`src/rtl/fifo_drain_if.sv`:
```
// fifo_drain_if: groups the command/status, FIFO read-side and output stream signals of
// fifo_drain.
//   master: the drain controller (drives busy/done/xfer_count, rn, out_data/out_valid)
//   slave : the environment (drives start/len, empty/fifo_data, out_ready)
interface fifo_drain_if #(
  parameter int unsigned WIDTH = 32,
  parameter int unsigned LEN_W = 16
);
  // Command / status
  logic             start;
  logic [LEN_W-1:0] len;
  logic             busy;
  logic             done;
  logic [LEN_W-1:0] xfer_count;
  // FIFO read side
  logic             rn;
  logic             empty;
  logic [WIDTH-1:0] fifo_data;
  // Output stream
  logic [WIDTH-1:0] out_data;
  logic             out_valid;
  logic             out_ready;

  modport master (
    input  start, len, empty, fifo_data, out_ready,
    output busy, done, xfer_count, rn, out_data, out_valid
  );

  modport slave (
    output start, len, empty, fifo_data, out_ready,
    input  busy, done, xfer_count, rn, out_data, out_valid
  );
endinterface

```
`src/rtl/fifo_drain.sv`:
```
// fifo_drain: read-side controller for a synchronous FIFO with one-cycle registered read
// latency. On start it pops exactly len words, hides the read latency behind a 2-entry
// skid buffer and presents the words on a valid/ready stream, then pulses done.
// Ports:
//   clock_i  : rising-edge clock
//   reset_ni : asynchronous active-low reset
//   bus      : fifo_drain_if master (start/len/busy/done/xfer_count, rn/empty/fifo_data,
//              out_data/out_valid/out_ready)
module fifo_drain #(
  parameter int unsigned WIDTH = 32,
  parameter int unsigned LEN_W = 16
) (
  input logic          clock_i,
  input logic          reset_ni,
  fifo_drain_if.master bus
);

  typedef enum logic [1:0] {StIdle, StRun, StDone} state_e;

  state_e           state_q, state_d;
  logic [LEN_W-1:0] len_q, len_d;
  logic [LEN_W-1:0] issued_q, issued_d;
  logic [LEN_W-1:0] xfer_q, xfer_d;
  logic             inflight_q, inflight_d;
  logic [WIDTH-1:0] buf_q [2];
  logic [WIDTH-1:0] buf_d [2];
  logic             head_q, head_d;
  logic [1:0]       cnt_q, cnt_d;

  logic       out_valid;
  logic       pop;
  logic       push;
  logic       rn;
  logic       tail;
  logic [2:0] occ;

  assign out_valid = (cnt_q != 2'd0);
  assign pop       = out_valid && bus.out_ready;
  // The word requested last cycle is on fifo_data now and lands in the buffer this edge.
  assign push      = inflight_q;
  // Occupancy after this edge if nothing new were requested: buffered + in flight - leaving.
  assign occ       = {1'b0, cnt_q} + {2'b00, inflight_q} - {2'b00, pop};
  assign rn        = (state_q == StRun) && !bus.empty && (issued_q < len_q) && (occ < 3'd2);
  // Tail slot: head when empty, the other slot when one entry is held.
  assign tail      = head_q ^ cnt_q[0];

  always_comb begin
    state_d    = state_q;
    len_d      = len_q;
    issued_d   = issued_q;
    xfer_d     = xfer_q;
    buf_d      = buf_q;
    head_d     = head_q;
    cnt_d      = cnt_q + {1'b0, push} - {1'b0, pop};
    inflight_d = rn;

    if (rn) begin
      issued_d = issued_q + LEN_W'(1);
    end
    if (push) begin
      buf_d[tail] = bus.fifo_data;
    end
    if (pop) begin
      head_d = ~head_q;
      xfer_d = xfer_q + LEN_W'(1);
    end

    unique case (state_q)
      StIdle: begin
        if (bus.start) begin
          len_d      = bus.len;
          issued_d   = '0;
          xfer_d     = '0;
          cnt_d      = 2'd0;
          head_d     = 1'b0;
          inflight_d = 1'b0;
          state_d    = (bus.len == '0) ? StDone : StRun;
        end
      end
      StRun: begin
        // len_q >= 1 here, so len_q - 1 cannot wrap.
        if (pop && (xfer_q == len_q - LEN_W'(1))) begin
          state_d = StDone;
        end
      end
      StDone: begin
        state_d = StIdle;
      end
      default: begin
        state_d = StIdle;
      end
    endcase
  end

  always_ff @(posedge clock_i or negedge reset_ni) begin
    if (!reset_ni) begin
      state_q    <= StIdle;
      len_q      <= '0;
      issued_q   <= '0;
      xfer_q     <= '0;
      inflight_q <= 1'b0;
      buf_q[0]   <= '0;
      buf_q[1]   <= '0;
      head_q     <= 1'b0;
      cnt_q      <= 2'd0;
    end else begin
      state_q    <= state_d;
      len_q      <= len_d;
      issued_q   <= issued_d;
      xfer_q     <= xfer_d;
      inflight_q <= inflight_d;
      buf_q      <= buf_d;
      head_q     <= head_d;
      cnt_q      <= cnt_d;
    end
  end

  assign bus.rn         = rn;
  assign bus.out_valid  = out_valid;
  assign bus.out_data   = buf_q[head_q];
  assign bus.busy       = (state_q != StIdle);
  assign bus.done       = (state_q == StDone);
  assign bus.xfer_count = xfer_q;

endmodule

```
`src/flat_wrapper.sv`:
```
// flat-port wrapper written by rule: the top's interface ports become plain ports
module fifo_drain_flat 
#(
  parameter int unsigned WIDTH = 32,
  parameter int unsigned LEN_W = 16
)
  (clock_i, reset_ni, bus_start, bus_len, bus_empty, bus_fifo_data, bus_out_ready, bus_busy, bus_done, bus_xfer_count, bus_rn, bus_out_data, bus_out_valid);
  fifo_drain_if #(.WIDTH(WIDTH), .LEN_W(LEN_W)) bus_i ();
  input logic clock_i;
  input logic reset_ni;
  input wire logic [$bits(bus_i.start)-1:0] bus_start;
  input wire logic [$bits(bus_i.len)-1:0] bus_len;
  input wire logic [$bits(bus_i.empty)-1:0] bus_empty;
  input wire logic [$bits(bus_i.fifo_data)-1:0] bus_fifo_data;
  input wire logic [$bits(bus_i.out_ready)-1:0] bus_out_ready;
  output wire logic [$bits(bus_i.busy)-1:0] bus_busy;
  output wire logic [$bits(bus_i.done)-1:0] bus_done;
  output wire logic [$bits(bus_i.xfer_count)-1:0] bus_xfer_count;
  output wire logic [$bits(bus_i.rn)-1:0] bus_rn;
  output wire logic [$bits(bus_i.out_data)-1:0] bus_out_data;
  output wire logic [$bits(bus_i.out_valid)-1:0] bus_out_valid;
  assign bus_i.start = bus_start;
  assign bus_i.len = bus_len;
  assign bus_i.empty = bus_empty;
  assign bus_i.fifo_data = bus_fifo_data;
  assign bus_i.out_ready = bus_out_ready;
  assign bus_busy = bus_i.busy;
  assign bus_done = bus_i.done;
  assign bus_xfer_count = bus_i.xfer_count;
  assign bus_rn = bus_i.rn;
  assign bus_out_data = bus_i.out_data;
  assign bus_out_valid = bus_i.out_valid;
  fifo_drain #(.WIDTH(WIDTH), .LEN_W(LEN_W)) u_core (.clock_i(clock_i), .reset_ni(reset_ni), .bus(bus_i));
endmodule
```
`config.mk`:
```
export PLATFORM = sky130hd
export DESIGN_NAME = fifo_drain_flat
export DESIGN_NICKNAME = d
export VERILOG_FILES = /design/src/rtl/fifo_drain_if.sv /design/src/rtl/fifo_drain.sv /design/src/flat_wrapper.sv
export SDC_FILE = /design/constraint.sdc
export NUM_CORES = 1
export LEC_CHECK = 0
export BUFFER_PORTS_ARGS = -buffer_cell sky130_fd_sc_hd__buf_2
export CAP_MARGIN = 10
export CELL_PAD_IN_SITES_DETAIL_PLACEMENT = 1
export CELL_PAD_IN_SITES_GLOBAL_PLACEMENT = 1
export CORE_ASPECT_RATIO = 0.9
export CORE_MARGIN = 10
export CORE_UTILIZATION = 48
export DETAILED_ROUTE_END_ITERATION = 8
export PLACE_DENSITY_LB_ADDON = 0.12
export SYNTH_ARGS = -nofsm -noshare
export SYNTH_HDL_FRONTEND = slang
export SYNTH_SLANG_ARGS = --single-unit
```
`constraint.sdc`:
```
create_clock -name clock_i -period 8.2 [get_ports clock_i]
set_input_delay 1.23 -clock clock_i [delete_from_list [all_inputs] [get_ports clock_i]]
set_output_delay 1.23 -clock clock_i [all_outputs]
set_load 0.01 [all_outputs]
```
# After elaboration in Yosys (flattened, before gate mapping)
# Cells that the tools add are included.
[totals]
mem_count = 0
output_inout_bits = 52
rom_bits = 0
latch_bits = 0
regBits = 118
ramBits = 0
[classes]
mux = 23
reduce_logical = 13
n_addsub = 7
eq_ne = 5
shifts = 0
div = 0
n_mul = 0
bitwise_logic = 4
order_cmp = 5
[ops]
columns = ["cell", "n"]
rows = [
  ["2-to-1 mux 32 bit", 4],
  ["2-to-1 mux 16 bit", 6],
  ["bitwise mux 64 bit", 1],
  ["adder 16 x 1 -> 16 bit (second input constant)", 2],
  ["demux 32 bit (select 1 bit)", 1],
  ["== test 16 bit", 1],
  ["zero test 16 bit", 1],
  ["less-than comparator 16 bit", 1],
  ["subtractor 16 x 1 -> 16 bit (second input constant)", 1],
  ["2-to-1 mux 2 bit", 5],
  ["logical AND 1 bit", 6],
  ["2-to-1 mux 1 bit", 5],
  [">= comparator 2 bit (second input constant)", 2],
  ["inequality test 2 bit (second input constant)", 2],
  ["NOT 1 -> 2 bit", 2],
  ["one-hot mux 2 bit (2 select lines)", 1],
  ["AND reduction 2 bit", 2],
  ["nonzero test 2 bit", 2],
  ["adder 2 x 1 -> 3 bit", 1],
  ["less-than comparator 3 x 2 -> 1 bit (second input constant)", 1],
  ["subtractor 3 x 1 -> 3 bit", 1],
  ["adder 2 x 1 -> 2 bit", 1],
  ["== test 2 x 1 -> 1 bit (second input constant)", 1],
  ["== test 2 bit (second input constant)", 1],
  ["other kinds (6)", 6],
]

# Logic depth before layout (Yosys ltp)
# Gate-level depths: netlist of run 1.
[logic_depth]
ltp_word = 8
mapped_depth = 14
ltp_nobuf = 12

# Least setup slack after synthesis of run 1
# Ideal clock, no wire load.
[synth_timing]
kind = "input -> output"
from = "in bus_out_ready"
to = "out bus_rn"
t_arrival_ns = 3.627
path_buffers = 2
cell_stages = 13
path_slack_ns = 3.343
required_time_ns = 6.970
path_cell_list = "o21ai_1 -> inv_1 -> ha_1 -> inv_1 -> ha_1 -> inv_1 -> fa_1 -> and4b_1 -> o2111ai_1 -> a211o_1 -> clkbuf_1 -> buf_2 -> inv_1"
[synth_via]
elab_chain_len = 4
[synth_lines]
columns = ["element", "line", "text"]
rows = [
  ["from (decl)", "flat_wrapper.sv:15", "input wire logic [$bits(bus_i.out_ready)-1:0] bus_out_ready;"],
  ["logical AND 1 bit", "fifo_drain.sv:38", "assign pop = out_valid && bus.out_ready;"],
  ["subtractor 3 x 1 -> 3 bit", "fifo_drain.sv:42", "assign occ = {1'b0, cnt_q} + {2'b00, inflight_q} - {2'b00, pop};"],
  ["less-than comparator 3 x 2 -> 1 bit", "fifo_drain.sv:43", "assign rn = (state_q == StRun) && !bus.empty && (issued_q < len_q) && (occ < 3'd2);"],
  ["logical AND 1 bit", "fifo_drain.sv:43", ""],
  ["to (decl)", "flat_wrapper.sv:19", "output wire logic [$bits(bus_i.rn)-1:0] bus_rn;"],
]
# No other way between the ends.

# Final worst setup path of run 1
# Same ends and word-level chain as after synthesis.

==> results by group, run 1 <==
Final layout
  – Multi-input combinational cell area: 3090 um^2
  – Ant diodes: 0
  – Sequential Area: 2950 um^2
  – Share of layout cells above drive strength 1: 0.354
  – FILL cells: 1383
  – Nets: 751
  – Area Growth Syn to Fin: 20.8%
  – Post-layout util: 0.594
  – Non-filler instance count after layout: 854

Die
  – Ports: 105
  – Die area: 18000 um^2
  – Initial Util: 0.492
  – Die Height: 128 um
  – Row Count: 39
  – Core area: 12700 um^2
  – Die width: 140 um

Timing
  – Final setup fails: 0
  – Fin. max-slew vios: 0
  – Max-slew headroom: 0.324
  – Worst-Margin Slew: 1.01 ns
  – Minimum clock period: 5.35 ns
  – Final period util: 0.653
  – F_max: 187 MHz
  – RSZ-0062 raised after global routing: no
  – Setup TNS: 0 ns
  – Fin. Hold Viols: 0
  – Worst Clk Skew: 0.00755 ns

Synthesis
  – Synth top area share: 0.471
  – Synth warn: 0
  – Seq/Total Area, Yosys: 0.471
  – Distinct cell type count after synthesis: 54
  – Ys flop type: dfrtp_1
  – Mapped Cells: 577
  – #FFs+latches synth: 118
  – Synthesized area per cell: 10.9 um^2
  – Leading area contributor after synthesis: dfrtp_1
  – Area contributors post-synth: dfrtp_1, mux2_2, ha_1
  – Post-synth EDFFs: 0
  – Synthesized area: 6260 um^2
  – Post-synth ARST share: 1.00
  – Syn nets: 651

Clock network
  – Root Driver: clkbuf_16
  – Num Clock Sinks: 118
  – Hold buffer count at CTS: 0
  – CTS tree: done
  – Worst skew pair latency: 0.41 ns
  – H-tree lvl count: 4
  – Post-CTS setup buffers: 0
  – TritonCTS Buffers: 17
  – Clock Path Buffers: 2
  – Cts repair resizes: 0
  – Clock-pin slew on the worst setup and hold paths: 0.06 ns

Critical path
  – Worst path cell trace: buf_2 > o21ai_1 > inv_1 > ha_1 > inv_1 > ha_1 > inv_1 > fa_1 > and4b_1 > o2111ai_1 > a211o_1 > inv_1 > buf_2
  – CP most frequent cell: inv_1
  – Crit start category: primary input
  – WP depth: 13
  – Critical path arrival: 4.12 ns
  – CP peak stage delay: 0.68 ns
  – Worst Reg-to-Reg Cells: 12
  – Worst path required time: 6.97 ns
  – CP bufs+invs: 6
  – CP max-delay cell: a211o_1
  – Critical path type: primary input to primary output
  – Top fanout value on the critical path: 31
  – Crit end category: primary output
  – CP top delay family: compound AO/OA/AOI/OAI gates

Pwr
  – Power Density: 344 nW/um^2
  – Max VDD drop: 0.000195 V
  – Net Sw Frac: 0.317
  – Internal: 1780 uW
  – Switching power: 825 uW
  – Static Leak: 0.00339 uW
  – Logic pwr share: 0.332
  – Part of the power in registers: 0.357
  – Clock power frac: 0.311

Global routing
  – Number of global-route vias before repair: 5383
  – Total track usage: 0.193
  – Antenna violations before repair: 0
  – First-pass GRT wire length: 28200 um
  – Global route overflow: 0
  – Largest net degree at the start of global routing: 67

Detailed routing
  – Iter 0 DRT Violations: 275
  – Final ANT Viol Nets: 0
  – Routed wire length: 17300 um
  – WL per Instance: 20.2 um
  – Via count: 4826
  – DRC errors left: 0
  – Via density: 5.65
  – First drt pass iteration count: 4

Worst hold path
  – Hold path cells: 1
  – Worst Hold Class: flop to flop

Placed design
  – I/O Buffers: 104
  – Dpl hpwl: 12200 um
  – Placed cells: 821
  – Routability cong.: 0.809

Job
  – Max Cap Viol: 0

Outcome
  – Outcome: finished, final reports clean
[cell type report]
class                           count  area share
Inverter                           27      0.0134
Multi-Input combinational cell    404       0.408
Sequential cell                   118       0.390
Timing Repair Buffer              109      0.0757
Clock inverter                     13      0.0269
Tap cell                          164      0.0271
Clock buffer                       19      0.0585
[kinds of logic after synthesis]
logic type      share of synthesized area
flops                               0.471
xor+xnor                           0.0489
fa+ha+maj                          0.0431
mux                                 0.179
compound gates                     0.0831
simple gates                        0.138
buf+inv                            0.0357
[registers in the layout (all words and copies together), names as in the netlist]
name	count
u_core.cnt_q	2
u_core.buf_q	64
u_core.bus.xfer_count	16
u_core.inflight_q	1
u_core.len_q	16
u_core.head_q	1
u_core.issued_q	16
u_core.state_q	2
[cells in the mapped netlist (all sizes together), types with 14 or more instances]
master	instances
ha	20
xnor2	21
mux2	98
nor2	30
or3	15
nand3	18
a21oi	24
o21ai	35
dfrtp	118
clkbuf	15
xor2	14
inv	27
nand2	34
[routing by layer]
layer | up-vias | track usage | wire length (um)
met5 | - | 0 | 0
met4 | 0 | 0.0576 | 234
met3 | 20 | 0.0519 | 698
met2 | 83 | 0.335 | 8940
met1 | 2464 | 0.230 | 7410
li1 | 2259 | - | -
[worst register-to-register path: cells and delay by family, from the launching register on]
family / cells / cell delay [ns]
flops: 1 / 0.43
fa+ha+maj: 3 / 0.95
compound gates: 4 / 1.40
simple gates: 2 / 0.84
buf+inv: 3 / 0.30
[layout by cell type (no fill, tap or decap), types with 3 or more instances in the layout]
master,synthesis,routed
o21ai_0,33,33
a21oi_1,24,24
nand2_1,34,34
mux2_2,95,95
nand2b_1,4,4
nand3_1,18,18
or3_1,15,15
and4_1,4,4
nand4_1,10,10
buf_2,2,103
dfrtp_1,118,118
clkinv_4,0,3
xnor2_1,21,21
ha_1,20,20
nor2b_1,4,4
nor3_1,11,11
and2_1,7,6
bufinv_16,0,5
inv_1,27,27
buf_4,0,5
and3_1,5,5
o31ai_1,3,3
xor2_1,14,14
o21a_1,3,3
a41oi_1,3,3
a211oi_1,3,3
clkinv_2,0,4
clkbuf_16,0,17
nor4_1,4,4
mux2_1,3,3
nor2_1,30,30
[power by group through the flow]
stage          Combinational [uW]  Sequential, uW  Clock (uW)
2_1_floorplan                 600             879           0
3_5_place_dp                  865             933           0
5_1_grt                       940             958         854
3_3_place_gp                  827             909           0
4_1_cts                       884             930         823
6_report                      865             931         809
[path summary, 6_finish.rpt]
path	startpoint	to	slack [ns]
min reg2reg	u_core.buf_q[0]$_DFFE_PN0P_	u_core.buf_q[0]$_DFFE_PN0P_	0.50
max reg2reg	u_core.cnt_q[1]$_DFF_PN0_	u_core.issued_q[14]$_DFF_PN0_	4.20
max in group asynchronous	reset_ni	u_core.cnt_q[1]$_DFF_PN0_	6.03
max	bus_out_ready	bus_rn	2.85
min	u_core.buf_q[0]$_DFFE_PN0P_	u_core.buf_q[0]$_DFFE_PN0P_	0.50
min in group asynchronous	reset_ni	u_core.bus.xfer_count[13]$_DFF_PN0_	0.85
[stage by stage]
stage                     total power (uW)  instance area (um^2)  hold WS (ns)  setup WS [ns]
after global placement                1740                  6900         0.467           2.98
after global routing                  2750                  7570         0.519           2.63
final                                 2610                  7570         0.500           2.85
after floorplan                       1480                  6260         0.459           3.34
after detailed placement              1800                  6900         0.491           2.83
after CTS                             2640                  7550         0.504           2.81
(Power assumes the default switching activity.)
==> run 2: changes to the inputs <==
--- a/config.mk
+++ b/config.mk
@@ -5,13 +5,14 @@
 export SDC_FILE = /design/constraint.sdc
 export NUM_CORES = 1
 export LEC_CHECK = 0
+export ABC_AREA = 1
 export BUFFER_PORTS_ARGS = -buffer_cell sky130_fd_sc_hd__buf_2
 export CAP_MARGIN = 10
 export CELL_PAD_IN_SITES_DETAIL_PLACEMENT = 1
 export CELL_PAD_IN_SITES_GLOBAL_PLACEMENT = 1
 export CORE_ASPECT_RATIO = 0.9
 export CORE_MARGIN = 10
-export CORE_UTILIZATION = 48
+export CORE_UTILIZATION = 42
 export DETAILED_ROUTE_END_ITERATION = 8
 export PLACE_DENSITY_LB_ADDON = 0.12
 export SYNTH_ARGS = -nofsm -noshare
==> constraint.sdc (replaced) <==
create_clock -name clock_i -period 5.35 [get_ports clock_i]
set_input_delay 0.8025 -clock clock_i [delete_from_list [all_inputs] [get_ports clock_i]]
set_output_delay 0.8025 -clock clock_i [all_outputs]
set_load 0.01 [all_outputs]
==> results by group, run 2 <==
Outcome
  – Outcome: finished, final reports clean (unchanged)

Final layout
  – Most frequent cells in the layout: nand2_1, dfrtp_1, inv_1 (was dfrtp_1, buf_2, mux2_2)
  – Largest register FFs: 64 (unchanged)
  – FILL cells: 1932 (was 1383)
  – Ant diodes: 0 (unchanged)
  – Share of layout cells above drive strength 1: 0.223 (was 0.354)
  – Area Growth Syn to Fin: 20.5% (was 20.8%)
  – Commonest non-fill, non-tap cell in the layout: nand2_1 (was dfrtp_1)
  – Largest register by flop count: u_core.buf_q (unchanged)
  – Nets: 993 (was 751)

Global routing
  – GR Layer Usage met2: 0.314 (was 0.335)
  – Total track usage: 0.178 (was 0.193)
  – Number of global-route vias before repair: 6269 (was 5383)
  – Met1 GRT Util: 0.207 (was 0.230)
  – Met3 usage: 0.0471 (was 0.0519)
  – Gr busiest metal: met2 (unchanged)
  – Largest net degree at the start of global routing: 70 (was 67)
  – First-pass GRT wire length: 31000 um (was 28200 um)
  – Global route overflow: 0 (unchanged)
  – Antenna violations before repair: 1 (was 0)

Detailed routing
  – Routed wire length: 19000 um (was 17300 um)
  – Iter 0 DRT Violations: 188 (was 275)
  – Final ANT Viol Nets: 0 (unchanged)
  – Via count: 5715 (was 4826)
  – First drt pass iteration count: 5 (was 4)
  – Via density: 5.04 (was 5.65)
  – WL per Instance: 16.7 um (was 20.2 um)
  – DRC errors left: 0 (unchanged)

Critical path
  – CP peak stage delay: 0.53 ns (was 0.68 ns)
  – Worst path cell trace: inv_2 > nand2_4 > nand2_4 > inv_1 > ha_1 > inv_1 > ha_1 > inv_1 > fa_1 > inv_1 > nor2_1 > nand4_4 > inv_2 > buf_2 (was buf_2 > o21ai_1 > inv_1 > ha_1 > inv_1 > ha_1 > inv_1 > fa_1 > and4b_1 > o2111ai_1 > a211o_1 > inv_1 > buf_2)
  – Top fanout value on the critical path: 18 (was 31)
  – R2R Setup Slk: 2.34 ns (was 4.20 ns)
  – Critical path arrival: 3.30 ns (was 4.12 ns)
  – CP max-delay cell: fa_1 (was a211o_1)
  – Critical path type: flop to primary output (was primary input to primary output)
  – CP bufs+invs: 7 (was 6)
  – CP top delay family: adder cells (was compound AO/OA/AOI/OAI gates)
  – Crit start category: flop (was primary input)
  – Crit end category: primary output (unchanged)
  – Worst path required time: 4.55 ns (was 6.97 ns)
  – CP most frequent cell: inv_1 (unchanged)

Clock network
  – Clock-pin slew on the worst setup and hold paths: 0.06 ns (about the same)
  – Num Clock Sinks: 118 (unchanged)
  – Root Driver: clkbuf_16 (unchanged)
  – Post-CTS setup buffers: 0 (unchanged)
  – Hold buffer count at CTS: 0 (unchanged)
  – Clock Path Buffers: 2 (unchanged)
  – TritonCTS Buffers: 17 (unchanged)
  – H-tree lvl count: 4 (unchanged)
  – Worst skew pair latency: 0.42 ns (was 0.41 ns)
  – Cts repair resizes: 0 (unchanged)
  – CTS tree: done (unchanged)

Timing
  – Worst-Margin Slew: 0.889 ns (was 1.01 ns)
  – Setup TNS: 0 ns (unchanged)
  – Final setup fails: 0 (unchanged)
  – Fin. max-slew vios: 0 (unchanged)
  – Max-slew headroom: 0.407 (was 0.324)
  – Worst Clk Skew: 0.0125 ns (was 0.00755 ns)
  – Minimum clock period: 4.10 ns
  – Fin. Hold Viols: 0 (unchanged)
  – F_max: 244 MHz
  – RSZ-0062 raised after global routing: no (unchanged)
  – Final period util: 0.767

Synthesis
  – Post-synth EDFFs: 0 (unchanged)
  – Synthesized area per cell: 8.10 um^2 (was 10.9 um^2)
  – Post-synth ARST share: 1.00 (unchanged)
  – Mux contribution to synthesized area: 0.0546 (was 0.179)
  – Area contributors post-synth: dfrtp_1, nand2_1, o21ai_0 (was dfrtp_1, mux2_2, ha_1)
  – Distinct cell type count after synthesis: 39 (was 54)
  – Xor and xnor area share after synthesis: 0.0339 (was 0.0489)
  – Post-synthesis simple-gate area fraction: 0.250 (was 0.138)
  – Mapped Cells: 815 (was 577)
  – Largest family of logic cells by synthesized area: simple AND/OR/NAND/NOR gates (was multiplexers)
  – Leading area contributor after synthesis: dfrtp_1 (unchanged)
  – Ys flop type: dfrtp_1 (unchanged)
  – Synthesized area: 6600 um^2 (was 6260 um^2)
  – Count leader, synth: nand2_1 (was dfrtp_1)
  – Syn nets: 889 (was 651)
  – Synth warn: 0 (unchanged)
  – Area share of fa/ha/maj cells after synthesis: 0.0409 (was 0.0431)
  – Synth top area share: 0.447 (was 0.471)
  – Top post-synthesis cells by count: nand2_1, dfrtp_1, inv_1, o21ai_0, nor2_1 (was dfrtp_1, mux2_2, nand2_1, o21ai_0, nor2_1)
  – Seq/Total Area, Yosys: 0.447 (was 0.471)
  – #FFs+latches synth: 118 (unchanged)
  – Compound-cell area share of the yosys netlist: 0.0904 (was 0.0831)

Pwr
  – Power Density: 567 nW/um^2 (was 344 nW/um^2)
  – Static Leak: 0.00404 uW (was 0.00339 uW)
  – Total power: 4510 uW (was 2610 uW)
  – Max VDD drop: 0.000260 V (was 0.000195 V)

Placed design
  – I/O Buffers: 104 (unchanged)
  – Routability cong.: 0.858 (was 0.809)
  – Dpl hpwl: 13700 um (was 12200 um)

Die
  – Ports: 105 (unchanged)
  – Die Height: 139 um (was 128 um)
  – Core area: 15400 um^2 (was 12700 um^2)
  – Row Count: 43 (was 39)
  – Die width: 152 um (was 140 um)
  – Die area: 21100 um^2 (was 18000 um^2)
  – Initial Util: 0.428 (was 0.492)

Worst hold path
  – Worst Hold Class: primary input to async pin (was flop to flop)

Job
  – Max Cap Viol: 0 (unchanged)
==> run 2: cell types whose count changed after synthesis, sizes merged, moves of 5 or more <==
| cell | change |
|---|---|
| a21oi | -7 |
| and2 | -6 |
| and3 | -5 |
| buf | -8 |
| inv | +91 |
| mux2 | -66 |
| nand2 | +179 |
| nand3b | +5 |
| nor2 | +59 |
| o21ai | +59 |
| or3 | -15 |
| xnor2 | -13 |
==> run 2: worst paths after layout <==
path                                               from                      endpoint  cells past startpoint
max in group asynchronous                      reset_ni  u_core.buf_q[48]$_DFFE_PN0P_                      2
hold / removal                                 reset_ni   u_core.buf_q[5]$_DFFE_PN0P_                      1
hold reg to reg            u_core.buf_q[32]$_DFFE_PN0P_  u_core.buf_q[32]$_DFFE_PN0P_                      1
min in group clock_i       u_core.buf_q[32]$_DFFE_PN0P_  u_core.buf_q[32]$_DFFE_PN0P_                      1
setup reg to reg              u_core.cnt_q[1]$_DFF_PN0_  u_core.issued_q[1]$_DFF_PN0_                     15
setup / recovery              u_core.cnt_q[1]$_DFF_PN0_                        bus_rn                     14
==> run 2: cells by family (layout without fill, tap and decap cells) <==
logic type | Yosys count | in the layout
simple gates | 362 | 362
buf+inv | 142 | 259
flops | 118 | 118
compound gates | 116 | 116
mux | 32 | 32
xor+xnor | 24 | 24
fa+ha+maj | 21 | 21
==> run 2: through the flow <==
| step | utilization | cells | instance area, um^2 | hold slack (ns) | setup WS (ns) |
|---|---|---|---|---|---|
| after floorplan | - | 815 | 6600 | 0.463 | 1.81 |
| after global placement | 0.474 | 1101 | 7320 | 0.487 | 1.46 |
| after detailed placement | 0.474 | 1101 | 7320 | 0.494 | 1.38 |
| after CTS | 0.513 | 1133 | 7930 | 0.507 | 1.24 |
| after global routing | 0.515 | 1134 | 7950 | 0.515 | 0.954 |
| final | 0.515 | 1134 | 7950 | 0.504 | 1.25 |
==> run 2: worst register-to-register path: cells and delay by family (launching register included) <==
family | cells | cell delay (ns)
compound gates | 1 | 0.10
fa+ha+maj | 3 | 0.97
buf+inv | 6 | 0.59
flops | 1 | 0.45
simple gates | 5 | 0.84
==> run 2: cell type report <==
class	instances	area, um^2	share of cell area
multi-input combinational	555	3120	0.392
sequential	118	2950	0.371
timing repair buffer	109	581	0.0730
clock buffer	20	457	0.0574
inverter	118	443	0.0557
tap	202	253	0.0318
clock inverter	12	151	0.0190
==> run 2: per-layer routing <==
metal	vias up	share of wire
li1	2795	-
met1	2824	0.44
met2	76	0.51
met3	20	0.031
met4	0	0.013
met5	-	0
==> run 2: report_power, final <==
part           internal, uW  leakage, uW  switching [uW]
logic                   702      0.00228            1160
clock network           755     0.000296             421
registers              1240      0.00146             220
total                  2700      0.00404            1800
